## config.mk

```make
export PLATFORM = sky130hd
export DESIGN_NAME = frame_receiver_flat
export DESIGN_NICKNAME = d
export VERILOG_FILES = /design/src/rtl/frame_receiver_if.sv /design/src/rtl/frame_receiver.sv /design/src/flat_wrapper.sv
export SDC_FILE = /design/constraint.sdc
export NUM_CORES = 1
export LEC_CHECK = 0
export CORE_ASPECT_RATIO = 1.2
export CORE_UTILIZATION = 45
export CTS_CLUSTER_SIZE = 12
export DETAILED_ROUTE_END_ITERATION = 8
export HOLD_SLACK_MARGIN = 0.1
export PLACE_DENSITY = 0.66
export SETUP_SLACK_MARGIN = 0.1
export SLEW_MARGIN = 20
export SYNTH_ARGS = -nofsm -noshare
export SYNTH_HDL_FRONTEND = slang
export SYNTH_SLANG_ARGS = --single-unit
```

## constraint.sdc

```tcl
create_clock -name clk -period 3.6 [get_ports clk]
set_clock_uncertainty 0.2 [all_clocks]
set_input_delay 0.36 -clock clk [delete_from_list [all_inputs] [get_ports clk]]
set_output_delay 0.36 -clock clk [all_outputs]
set_load 0.01 [all_outputs]
```

## src/rtl/frame_receiver_if.sv

```systemverilog
// UART byte stream in, validated scoreboard frame out.
// FRAME_STATS_EN adds good_count/bad_count.
interface frame_receiver_if #(
   parameter int NUM_BYTES = 20
);
   logic [7:0]                 rx_byte;
   logic                       rx_valid;
   logic                       rx_err;
   logic [NUM_BYTES-1:0][7:0]  data_out;
   logic                       frame_strobe;
   logic                       frame_err_strobe;
   logic                       stale;
`ifdef FRAME_STATS_EN
   logic [15:0]                good_count;
   logic [15:0]                bad_count;

   modport master (
      output rx_byte, rx_valid, rx_err,
      input  data_out, frame_strobe, frame_err_strobe, stale,
      input  good_count, bad_count
   );
   modport slave (
      input  rx_byte, rx_valid, rx_err,
      output data_out, frame_strobe, frame_err_strobe, stale,
      output good_count, bad_count
   );
`else
   modport master (
      output rx_byte, rx_valid, rx_err,
      input  data_out, frame_strobe, frame_err_strobe, stale
   );
   modport slave (
      input  rx_byte, rx_valid, rx_err,
      output data_out, frame_strobe, frame_err_strobe, stale
   );
`endif
endinterface

```

## src/rtl/frame_receiver.sv

```systemverilog
// Sync/payload/checksum frame assembler with gap abort and stale blanking.
// Optional macro FRAME_STATS_EN adds saturating good/bad frame counters.
module frame_receiver #(
   parameter int         NUM_BYTES    = 20,
   parameter logic [7:0] SYNC_BYTE    = 8'hA5,
   parameter int         GAP_CYCLES   = 50000,
   parameter int         STALE_CYCLES = 50000000
) (
   input logic             clk,
   input logic             rst_n,
   frame_receiver_if.slave bus
);
   localparam int IW = $clog2(NUM_BYTES) + 1;
   localparam int GW = $clog2(GAP_CYCLES) + 1;
   localparam int SW = $clog2(STALE_CYCLES) + 1;

   typedef enum logic [1:0] {HUNT, PAYLOAD, CHECK} state_e;

   state_e                    state_q;
   logic [IW-1:0]             idx_q;
   logic [7:0]                sum_q;
   logic [GW-1:0]             gap_q, gap_d;
   logic [SW-1:0]             stale_cnt_q, stale_cnt_d;
   logic [NUM_BYTES-1:0][7:0] shadow_q;
   logic [NUM_BYTES-1:0][7:0] data_q;
   logic                      strobe_q, err_q, stale_q;

   logic       byte_ok, in_frame, gap_hit;
   logic       commit, reject, stale_hit;
   logic [7:0] cks_sum;

   always_comb begin
      byte_ok  = bus.rx_valid & ~bus.rx_err;
      in_frame = (state_q != HUNT);
      cks_sum  = sum_q + bus.rx_byte;
      gap_hit  = in_frame & ~bus.rx_valid & ~bus.rx_err
               & (gap_q == GW'(GAP_CYCLES - 1));
      commit   = (state_q == CHECK) & byte_ok & (cks_sum == 8'd0);
      reject   = in_frame & (bus.rx_err | gap_hit
               | ((state_q == CHECK) & byte_ok & (cks_sum != 8'd0)));
      // gap timer restarts on every accepted byte and idles outside a frame
      gap_d = '0;
      if (in_frame && !byte_ok && !gap_hit && !bus.rx_err)
         gap_d = gap_q + GW'(1);
      stale_cnt_d = stale_cnt_q;
      if (commit)
         stale_cnt_d = '0;
      else if (stale_cnt_q != SW'(STALE_CYCLES))
         stale_cnt_d = stale_cnt_q + SW'(1);
      stale_hit = (stale_cnt_d == SW'(STALE_CYCLES));
   end

`ifdef FRAME_STATS_EN
   logic [15:0] good_q, bad_q;
   assign bus.good_count = good_q;
   assign bus.bad_count  = bad_q;
`endif

   always_ff @(posedge clk or negedge rst_n) begin
      if (!rst_n) begin
         state_q     <= HUNT;
         idx_q       <= '0;
         sum_q       <= '0;
         gap_q       <= '0;
         stale_cnt_q <= '0;
         shadow_q    <= '0;
         data_q      <= '0;
         strobe_q    <= 1'b0;
         err_q       <= 1'b0;
         stale_q     <= 1'b1;
`ifdef FRAME_STATS_EN
         good_q      <= '0;
         bad_q       <= '0;
`endif
      end else begin
         strobe_q    <= commit;
         err_q       <= reject;
         gap_q       <= gap_d;
         stale_cnt_q <= stale_cnt_d;
         if (commit) begin
            data_q  <= shadow_q;
            stale_q <= 1'b0;
         end else if (stale_hit) begin
            data_q  <= '0;
            stale_q <= 1'b1;
         end
`ifdef FRAME_STATS_EN
         if (commit && good_q != 16'hFFFF)
            good_q <= good_q + 16'd1;
         if (reject && bad_q != 16'hFFFF)
            bad_q <= bad_q + 16'd1;
`endif
         unique case (state_q)
            HUNT: begin
               if (byte_ok && bus.rx_byte == SYNC_BYTE) begin
                  state_q <= PAYLOAD;
                  idx_q   <= '0;
                  sum_q   <= '0;
               end
            end
            PAYLOAD: begin
               if (bus.rx_err || gap_hit) begin
                  state_q <= HUNT;
               end else if (bus.rx_valid) begin
                  shadow_q[idx_q[IW-2:0]] <= bus.rx_byte;
                  sum_q <= sum_q + bus.rx_byte;
                  idx_q <= idx_q + IW'(1);
                  if (idx_q == IW'(NUM_BYTES - 1))
                     state_q <= CHECK;
               end
            end
            CHECK: begin
               if (bus.rx_err || bus.rx_valid || gap_hit)
                  state_q <= HUNT;
            end
            default: state_q <= HUNT;
         endcase
      end
   end

   assign bus.data_out         = data_q;
   assign bus.frame_strobe     = strobe_q;
   assign bus.frame_err_strobe = err_q;
   assign bus.stale            = stale_q;
endmodule

```

## src/flat_wrapper.sv

```systemverilog
// flat-port wrapper written by rule: the top's interface ports become plain ports
module frame_receiver_flat 
#(
   parameter int         NUM_BYTES    = 20,
   parameter logic [7:0] SYNC_BYTE    = 8'hA5,
   parameter int         GAP_CYCLES   = 50000,
   parameter int         STALE_CYCLES = 50000000
)
  (clk, rst_n, bus_rx_byte, bus_rx_valid, bus_rx_err, bus_data_out, bus_frame_strobe, bus_frame_err_strobe, bus_stale);
  frame_receiver_if #(.NUM_BYTES(NUM_BYTES)) bus_i ();
  input logic clk;
  input logic rst_n;
  input wire logic [$bits(bus_i.rx_byte)-1:0] bus_rx_byte;
  input wire logic [$bits(bus_i.rx_valid)-1:0] bus_rx_valid;
  input wire logic [$bits(bus_i.rx_err)-1:0] bus_rx_err;
  output wire logic [$bits(bus_i.data_out)-1:0] bus_data_out;
  output wire logic [$bits(bus_i.frame_strobe)-1:0] bus_frame_strobe;
  output wire logic [$bits(bus_i.frame_err_strobe)-1:0] bus_frame_err_strobe;
  output wire logic [$bits(bus_i.stale)-1:0] bus_stale;
  assign bus_i.rx_byte = bus_rx_byte;
  assign bus_i.rx_valid = bus_rx_valid;
  assign bus_i.rx_err = bus_rx_err;
  assign bus_data_out = bus_i.data_out;
  assign bus_frame_strobe = bus_i.frame_strobe;
  assign bus_frame_err_strobe = bus_i.frame_err_strobe;
  assign bus_stale = bus_i.stale;
  frame_receiver #(.NUM_BYTES(NUM_BYTES), .SYNC_BYTE(SYNC_BYTE), .GAP_CYCLES(GAP_CYCLES), .STALE_CYCLES(STALE_CYCLES)) u_core (.clk(clk), .rst_n(rst_n), .bus(bus_i));
endmodule
```

### After elaboration in Yosys (flattened, before gate mapping)

Index checks and enable logic that the tools add are counted.

| storage, ports and cells | value |
|---|---|
| register bits after elaboration | 383 |
| latch bits | 0 |
| memory bits (writable) | 0 |
| memory bits (read-only) | 0 |
| input bits | 12 |
| word-level logic and storage cells | 124 |
| memories kept | 0 |

| cells by class | value |
|---|---|
| add/sub/neg operators | 4 |
| multiply operators | 0 |
| div/mod/pow operators | 0 |
| $lt $le $gt $ge | 2 |
| eq/ne operators | 13 |
| shift-type cells | 0 |
| muxes and demuxes | 24 |
| bitwise logic cells | 13 |
| reductions and logical operators | 20 |

Operators with widths:

| kind | number |
|---|---|
| $mux W160 | 2 |
| $bwmux W160 | 1 |
| $mux W27 | 2 |
| $demux W8 S5 | 1 |
| $mux W8 | 4 |
| $add A27 B1 Y27 const B | 1 |
| $eq A27 B26 Y1 const B | 1 |
| $ne A27 B26 Y1 const B | 1 |
| $mux W6 | 3 |
| $add A17 B1 Y17 const B | 1 |
| $eq A17 B16 Y1 const B | 1 |
| $mux W17 | 1 |
| $pmux W8 S2 | 1 |
| $pmux W6 S2 | 1 |
| $mux W2 | 5 |
| $add A8 B8 Y8 | 1 |
| $and A1 B1 Y1 | 8 |
| $eq A8 B8 Y1 const B | 1 |
| $logic_not A8 Y1 | 1 |
| $reduce_and A4 Y1 | 2 |
| $reduce_bool A8 Y1 | 1 |
| $add A6 B1 Y6 const B | 1 |
| $eq A6 B5 Y1 const B | 1 |
| $lt A5 B6 Y1 const B | 1 |
| other kinds (17) | 33 |

### Depth between registers and ports, before layout

Gate-level depths: netlist of run 1.

| logic depth | value |
|---|---|
| depth in word-level cells | 8 |
| gate-level depth with buffers | 12 |

### Worst setup path after synthesis of run 1

Ideal clock, no wire load.

| timing | value |
|---|---|
| kind | in2reg |
| start point | in bus_rx_byte[0] |
| end point | reg u_core.data_q (netlist bit u_core.bus.data_out[0]) |
| setup time | 0.118 ns |
| arrival time | 2.722 ns |
| required time | 3.282 ns |
| setup slack | 0.559 ns |
| stages | 11 |
| path through | ha_1 > fa_1 > a211o_1 > a21oi_1 > o221ai_1 > a2111oi_2 > buf_2 > buf_6 > buf_4 > mux2i_1 > nor2_1 |

| on the way | value |
|---|---|
| word-level cells in the longest chain between the ends | 6 |
| elaborated cells on any way between the ends | 7 |
| classes of those cells | add/sub (1); eq/ne (1); mux (2); bitwise (1); reduce/logical (2) |

Ends and longest elaborated chain:

| item | line | text |
|---|---|---|
| start, declared | flat_wrapper.sv:13 | `input wire logic [$bits(bus_i.rx_byte)-1:0] bus_rx_byte;` |
| $add A8 B8 Y8 * | frame_receiver.sv:35 | `cks_sum = sum_q + bus.rx_byte;` |
| $logic_not A8 Y1 * | frame_receiver.sv:38 | `commit = (state_q == CHECK) & byte_ok & (cks_sum == 8'd0);` |
| $and A1 B1 Y1 * | frame_receiver.sv:38 |  |
| $mux W27 | frame_receiver.sv:46 | `if (commit)` |
| $eq A27 B26 Y1 | frame_receiver.sv:50 | `stale_hit = (stale_cnt_d == SW'(STALE_CYCLES));` |
| $reduce_bool A2 Y1 (no line) | -- |  |
| end signal, assigned | frame_receiver.sv:81 | `data_q <= shadow_q;` |
| end, declared | frame_receiver.sv:25 | `logic [NUM_BYTES-1:0][7:0] data_q;` |

Every way passes the cells marked *; elsewhere a longest branch is shown, timed or not.
A chain may end at the register's enable or synchronous reset.

### Worst setup path after layout of run 1

| timing | value |
|---|---|
| start point | reg u_core.sum_q[0] |
| end point | reg u_core.data_q (netlist bit u_core.bus.data_out[26]) |

| on the way | value |
|---|---|
| word-level cells in the longest chain between the ends | 6 |
| elaborated cells on any way between the ends | 7 |
| classes of those cells | add/sub (1); eq/ne (1); mux (2); bitwise (1); reduce/logical (2) |

Ends and longest elaborated chain:

| item | line | text |
|---|---|---|
| start, declared | frame_receiver.sv:21 | `logic [7:0] sum_q;` |
| start signal, assigned | frame_receiver.sv:106 | `sum_q <= sum_q + bus.rx_byte;` |
| $add A8 B8 Y8 * | frame_receiver.sv:35 |  |
| $logic_not A8 Y1 * | frame_receiver.sv:38 |  |
| $and A1 B1 Y1 * | frame_receiver.sv:38 |  |
| $mux W27 | frame_receiver.sv:46 |  |
| $eq A27 B26 Y1 | frame_receiver.sv:50 |  |
| $reduce_bool A2 Y1 (no line) | -- |  |

Marked as above.

==> reports/qor.csv, run 1 <==
stage,metric,value,unit
timing,"Slew Viols, Final",0,
global_routing,first-pass GRT wire length,60640,um
global_routing,GR Util met1,28.48,%
floorplan,Die Width,175.7,um
critical_path,CP Capture Type,flip-flop,
detailed_routing,Antenna Violating Nets Remaining,0,
cts,Root Buffer,clkbuf_16,
timing,slew at the pin closest to its max-slew limit,784.9,ps
detailed_routing,Remaining DRCs,0,
power,Leak,9.328,nW
cts,"Clk pin slew, worst setup/hold paths",60,ps
logic_synthesis,number of synthesized flops with an enable pin,0,
critical_path,Critical path origin,u_core.sum_q[0]$_DFFE_PN0P_,
cells_and_area,Layout area overhead,23.55,%
logic_synthesis,syn_nets,1334,
timing,Final WS setup,271.9,ps
floorplan,die area,36970,um2
cells_and_area,register area,9585,um2
timing,Relative slew margins,47.67,%
timing,Peak Freq,0.3005,GHz
cts,CTS Buffer Depth,3,
cells_and_area,share of cells above drive strength 1,18.21,%
cells_and_area,"commonest non-fill, non-tap cells in the layout","382 x dfrtp_1, 225 x nor2_1, 173 x clkdlybuf4s50_1",
critical_path,r2r startpoint,u_core.sum_q[0]$_DFFE_PN0P_,
floorplan,initial cell density of the core,46.17,%
placement,"worst slack, placed",-253.4,ps
cts,Clock Sinks,383,
power,maximum vdd drop,0.3429,mV
floorplan,Core Area,35280,um2
detailed_routing,via/cell ratio,5.310,
critical_path,crit start category,flip-flop,
cells_and_area,Diodes inserted,0,
critical_path,Setup CP Type,flip-flop to flip-flop,
logic_synthesis,sequential cell area fraction in the yosys report,58.84,%
global_routing,initial antenna violation count,2,
cts,Worst-Skew Late Latency,540,ps
logic_synthesis,Synth Cell Area,16290,um2
cells_and_area,multi-input logic area,6257,um2
run,max-capacitance violation count,0,
detailed_routing,DR vias,10530,
timing,Final Critical Period,3328,ps
logic_synthesis,dominant synthesized flop cell,dfrtp_1,
global_routing,GRT Util Overall,21.02,%
hold_path,hold crit path type,input port to async pin,
cts,buffer count from post-CTS setup fixing,0,
power,Power Density,422.6,nW/um2
placement,Final Wtd Congestion,0.8411,
global_routing,met2 usage,35.03,%
critical_path,crit path DAT,3550,ps
cells_and_area,fin nets,1523,
logic_synthesis,syn avg cell area,12.47,um2
placement,Area after DPL,18870,um2
placement,Post-DP HPWL,25050,um
placement,port buffer count,174,
global_routing,vias in the first global route,10690,
critical_path,"Max FO, Critical Path",17,
timing,count of final setup violators,0,
floorplan,Rows,75,
floorplan,die height,210.4,um
placement,Post-Place Cells,1915,
run_status,run status,finished clean,
global_routing,grt ovf,0,
cells_and_area,fin cells,1983,
detailed_routing,DRT Wirelength,37880,um
timing,RSZ-0062 raised after global routing,false,
critical_path,CP required,3830,ps
timing,Fin. Hold Viols,0,
floorplan,I/O Pins,175,
logic_synthesis,count of state elements after synthesis,383,
timing,Tcrit/Tclk final,92.45,%
cells_and_area,Fillers,2992,
logic_synthesis,YS warnings,0,
detailed_routing,Wirelength per Cell,19.10,um
cells_and_area,"commonest non-fill, non-tap cell in the layout",dfrtp_1,
cts,H-tree depth,2,
logic_synthesis,ys async rst share,100.0,%
detailed_routing,Pre-antenna DRT Iters,5,
logic_synthesis,synthesized instance count,1307,
detailed_routing,Initial DRC Count,505,
cts,CTS tree,done,
global_routing,met3 Use GR,3.644,%
global_routing,largest net degree at the start of global routing,99,
cts,Num CTS Buffers,40,
cells_and_area,Finished Cell Area,20130,um2
global_routing,GR peak layer,met2,
logic_synthesis,"Distinct cells, synth",59,
-- worst max-delay path: stages, from the launching register on --
cell	delay [ps]
dfrtp_1	370
ha_1	220
fa_1	410
a211o_1	290
a21oi_1	190
o221ai_1	230
a2111oi_4	490
buf_12	270
buf_4	240
mux2i_1	240
nor2_1	60
-- cell families (layout without fill, tap and decap cells) --
family,Yosys count,count (layout),share of synthesized area [%]
XOR/XNOR,47,47,2.527
multiplexers,322,322,21.01
AO/OA/AOI/OAI,57,57,2.496
flip-flops,383,383,58.84
adder cells (fa/ha/maj),15,15,1.198
AND/OR/NAND/NOR,388,388,11.07
buffers and inverters,95,309,2.865
-- layout make-up --
class                           instances  share of cell area [%]
Multi-Input combinational cell        829                   31.09
Clock buffer                           64                   5.930
Clock inverter                          3                  0.2673
Inverter                               13                  0.2424
Tap cell                              462                   2.872
Timing Repair Buffer                  229                   11.98
Sequential cell                       383                   47.62
-- state kept, by name (all words and copies together), names as in the netlist --
signal                       count
u_core.bus.data_out            160
u_core.state_q                   2
u_core.sum_q                     8
u_core.shadow_q                160
u_core.gap_q                    17
u_core.idx_q                     6
u_core.bus.stale                 1
u_core.bus.frame_err_strobe      1
u_core.bus.frame_strobe          1
u_core.stale_cnt_q              27
-- synthesized netlist by cell type, drive strengths merged (18+ instances only) --
library cell | instances | area (um2)
dfrtp | 382 | 9559
nor2 | 225 | 844.6
mux2i | 162 | 1622
mux2 | 160 | 1802
buf | 43 | 270.3
clkbuf | 39 | 147.6
nand3 | 35 | 175.2
nand2 | 32 | 120.1
xor2 | 26 | 227.7
nand4 | 23 | 143.9
xnor2 | 21 | 183.9
a21oi | 18 | 93.84
-- through the flow --
step | total power, mW | util, % | hold slack (ps) | TNS [ps]
global placement | 4.628 | 53.49 | 246.3 | -20160
floorplan | 4.459 | - | -135.6 | 0
global route | 8.818 | 57.05 | 311.4 | 0
finish | 8.506 | 57.05 | 255.8 | 0
detailed placement | 4.632 | 53.49 | 255.7 | -32440
CTS | 8.617 | 57.05 | 267.8 | 0
-- worst paths after layout --
kind	endpoint	slack (ps)	cells after the start
worst max-delay path	u_core.bus.data_out[26]$_DFFE_PN0P_	270	10
worst min-delay path	u_core.bus.data_out[61]$_DFFE_PN0P_	260	2
worst max register to register	u_core.bus.data_out[26]$_DFFE_PN0P_	270	10
worst min register to register	u_core.gap_q[0]$_DFF_PN0_	270	1
max in group asynchronous	u_core.shadow_q[106]$_DFFE_PN0P_	2000	3
min in group clk	u_core.gap_q[0]$_DFF_PN0_	270	1
-- repair_timing --
item                       CTS  global route
resized for setup            0             0
hold buffers                 1             0
setup endpoints to repair    0             0
hold endpoints to repair    91             0
-- per-layer routing --
metal	wire length, um	part of all wire (%)
met5	31	0.082
met4	569	1.5
met3	1512	4.0
met2	18700	49
met1	17060	45
-- report_power, final --
part | total [mW] | leakage, nW | switching, mW | internal, mW
Combinational | 0.229 | 3.47 | 0.173 | 0.0562
Clock | 3.96 | 0.601 | 1.63 | 2.33
Sequential | 4.32 | 5.26 | 0.00627 | 4.31
No activity file was read; power rests on OpenSTA's default activity.
==> run 2: changes to the inputs <==
CORE_UTILIZATION = 57   (was 45)
PLACE_DENSITY = 0.8   (was 0.66)
==> run 2 against run 1 <==
  * Sequential power about the same
  * Utilization rose by 14 points
  * Highest routed layer is now met4
  * Maximum frequency shrank 0.36%
  * Clock power shrank 5%
  * Combinational power is essentially flat
  * Flip-flop and latch count unchanged
  * Total power is 2.0% lower
  * Cell count is 4.8% lower
==> reports/qor.csv, run 2 (synthesis gave the netlist of run 1 again) <==
stage,metric,value,unit,change
power,NetSw,1.778,mW,-1.5%
power,combinational share of power,2.8,%,about the same
detailed_routing,Remaining DRCs,0,,unchanged
timing,count of final setup violators,0,,unchanged
critical_path,Setup CP Type,input port to flip-flop,,
run,max-capacitance violation count,0,,unchanged
hold_path,hold crit path type,input port to async pin,,
timing,slew at the pin closest to its max-slew limit,799.3,ps,+14.33 ps
cts,Root Buffer,clkbuf_16,,
critical_path,crit path DAT,3550,ps,about the same
timing,RSZ-0062 raised after global routing,true,,
power,Net Sw Frac,21.33,%,+0.11 points
cts,H-tree depth,2,,unchanged
detailed_routing,Antenna Violating Nets Remaining,0,,unchanged
global_routing,GRT Util Overall,27.01,%,+6.0 points
floorplan,initial cell density of the core,58.19,%,+12 points
cts,Clock Sinks,383,,unchanged
cells_and_area,fin cells,1888,,-4.8%
cts,CTS Buffer Depth,3,,unchanged
critical_path,CP required,3810,ps,-20 ps
power,Power Density,419.3,nW/um2,-0.76%
cells_and_area,share of cells above drive strength 1,18.09,%,-0.12 points
placement,Area after DPL,18670,um2,-1.1%
global_routing,initial antenna violation count,0,,-2
timing,Tcrit/Tclk final,92.78,%,+0.33 points
cells_and_area,Layout area overhead,22.00,%,
cells_and_area,"commonest non-fill, non-tap cell in the layout",dfrtp_1,,
cells_and_area,"commonest non-fill, non-tap cells in the layout","382 x dfrtp_1, 225 x nor2_1, 173 x clkdlybuf4s50_1",,
floorplan,Rows,67,,-11%
timing,Fin. Hold Viols,0,,unchanged
detailed_routing,Pre-antenna DRT Iters,5,,unchanged
detailed_routing,Initial DRC Count,684,,+35%
power,Total Power,8.335,mW,-2.0%
cts,Num CTS Buffers,39,,-2.5%
power,Leak,9.269,nW,-0.64%
global_routing,grt ovf,0,,unchanged
floorplan,die area,29270,um2,-21%
placement,Final Wtd Congestion,0.9083,,+8.0%
placement,port buffer count,174,,unchanged
cts,"Clk pin slew, worst setup/hold paths",60,ps,about the same
floorplan,die height,187.2,um,-11%
cells_and_area,Diodes inserted,0,,unchanged
placement,Post-DP HPWL,24390,um,-2.6%
detailed_routing,via/cell ratio,5.739,,+8.1%
power,P_int,6.557,mW,-2.1%
cts,CTS tree,done,,
global_routing,first-pass GRT wire length,61360,um,+1.2%
global_routing,largest net degree at the start of global routing,113,,+14%
detailed_routing,DR vias,10840,,+2.9%
timing,Relative slew margins,46.60,%,-1.1 points
power,maximum vdd drop,0.2721,mV,-21%
cells_and_area,Fillers,1995,,-33%
cells_and_area,Finished Cell Area,19880,um2,-1.3%
power,Clk network pwr share,45.4,%,-1.1 points
power,sequential power share,51.8,%,+1.0 points
detailed_routing,Wirelength per Cell,20.21,um,+5.8%
floorplan,Core Area,28000,um2,-21%
timing,setup TNS,0,ps,unchanged
critical_path,"Max FO, Critical Path",24,,+7
cells_and_area,fin nets,1520,,-0.20%
timing,"Slew Viols, Final",0,,unchanged
run_status,run status,finished clean,,
placement,Post-Place Cells,1829,,-4.5%
timing,Final Critical Period,3340,ps,+11.98 ps
detailed_routing,DRT Wirelength,38150,um,+0.72%
timing,Peak Freq,0.2994,GHz,-0.36%
floorplan,Die Width,156.3,um,-11%
critical_path,CP Capture Type,flip-flop,,
cts,Worst-Skew Late Latency,530,ps,about the same
critical_path,crit start category,input port,,
global_routing,vias in the first global route,11140,,+4.2%
floorplan,I/O Pins,175,,unchanged
-- run 2: repair_timing --
| item | in CTS | in global routing |
|---|---|---|
| buffers inserted | 0 | 0 |
| hold buffers | 1 | 0 |
| endpoints found under the hold margin | 256 | 0 |
| setup endpoints to repair | 0 | 166 |
| gates resized for setup | 0 | 2 |
-- run 2: layout make-up --
| class | count | area [um2] | share of cell area, % |
|---|---|---|---|
| clock buffer | 53 | 1100 | 5.533 |
| clock inverter | 4 | 60.06 | 0.3022 |
| inverter | 13 | 48.80 | 0.2455 |
| multi-input combinational | 829 | 6257 | 31.48 |
| sequential | 383 | 9585 | 48.22 |
| tap | 379 | 474.2 | 2.386 |
| timing repair buffer | 227 | 2351 | 11.83 |
-- run 2: power by group through the flow --
stage	registers (mW)	clock network, mW	logic [mW]
2_1_floorplan	4.39	0	0.0658
3_3_place_gp	4.40	0	0.233
3_5_place_dp	4.40	0	0.235
4_1_cts	4.32	3.84	0.238
5_1_grt	4.32	4.02	0.260
6_report	4.32	3.78	0.232
-- run 2: worst paths after layout --
path	slack [ps]	from	depth (start not counted)	endpoint
worst max-delay path	260	bus_rx_byte[0]	12	u_core.bus.data_out[21]$_DFFE_PN0P_
worst min-delay path	150	rst_n	2	u_core.bus.data_out[57]$_DFFE_PN0P_
worst max register to register	300	u_core.sum_q[0]$_DFFE_PN0P_	11	u_core.bus.data_out[21]$_DFFE_PN0P_
worst min register to register	270	u_core.gap_q[0]$_DFF_PN0_	1	u_core.gap_q[0]$_DFF_PN0_
max in group asynchronous	2110	rst_n	3	u_core.bus.data_out[107]$_DFFE_PN0P_
min in group clk	270	u_core.gap_q[0]$_DFF_PN0_	1	u_core.gap_q[0]$_DFF_PN0_
-- run 2: routing by layer --
metal / vias up / routed length [um] / global-route usage, %
met4: 0 / 905 / 8.032
met5: - / 0 / 0
met3: 66 / 1952 / 3.475
li1: 4901 / - / -
met2: 316 / 18800 / 43.97
met1: 5553 / 16490 / 38.04
-- run 2: critical path, stage by stage --
cell,delay [ps]
clkdlybuf4s50_1,510
ha_1,280
fa_1,410
a211o_1,320
nand4_1,120
o311ai_1,100
buf_4,170
a2111oi_4,490
buf_4,260
buf_12,210
mux2i_1,240
nor2_1,70
-- run 2: through the flow --
step	worst slack, ps	hold slack, ps	util (%)
final	259.9	153.5	70.99
after global routing	104.7	180.7	70.99
after CTS	195.0	158.7	70.86
after detailed placement	-297.7	107.2	66.68
after global placement	-224.8	104.0	66.68
after floorplan	559.4	-135.6	-
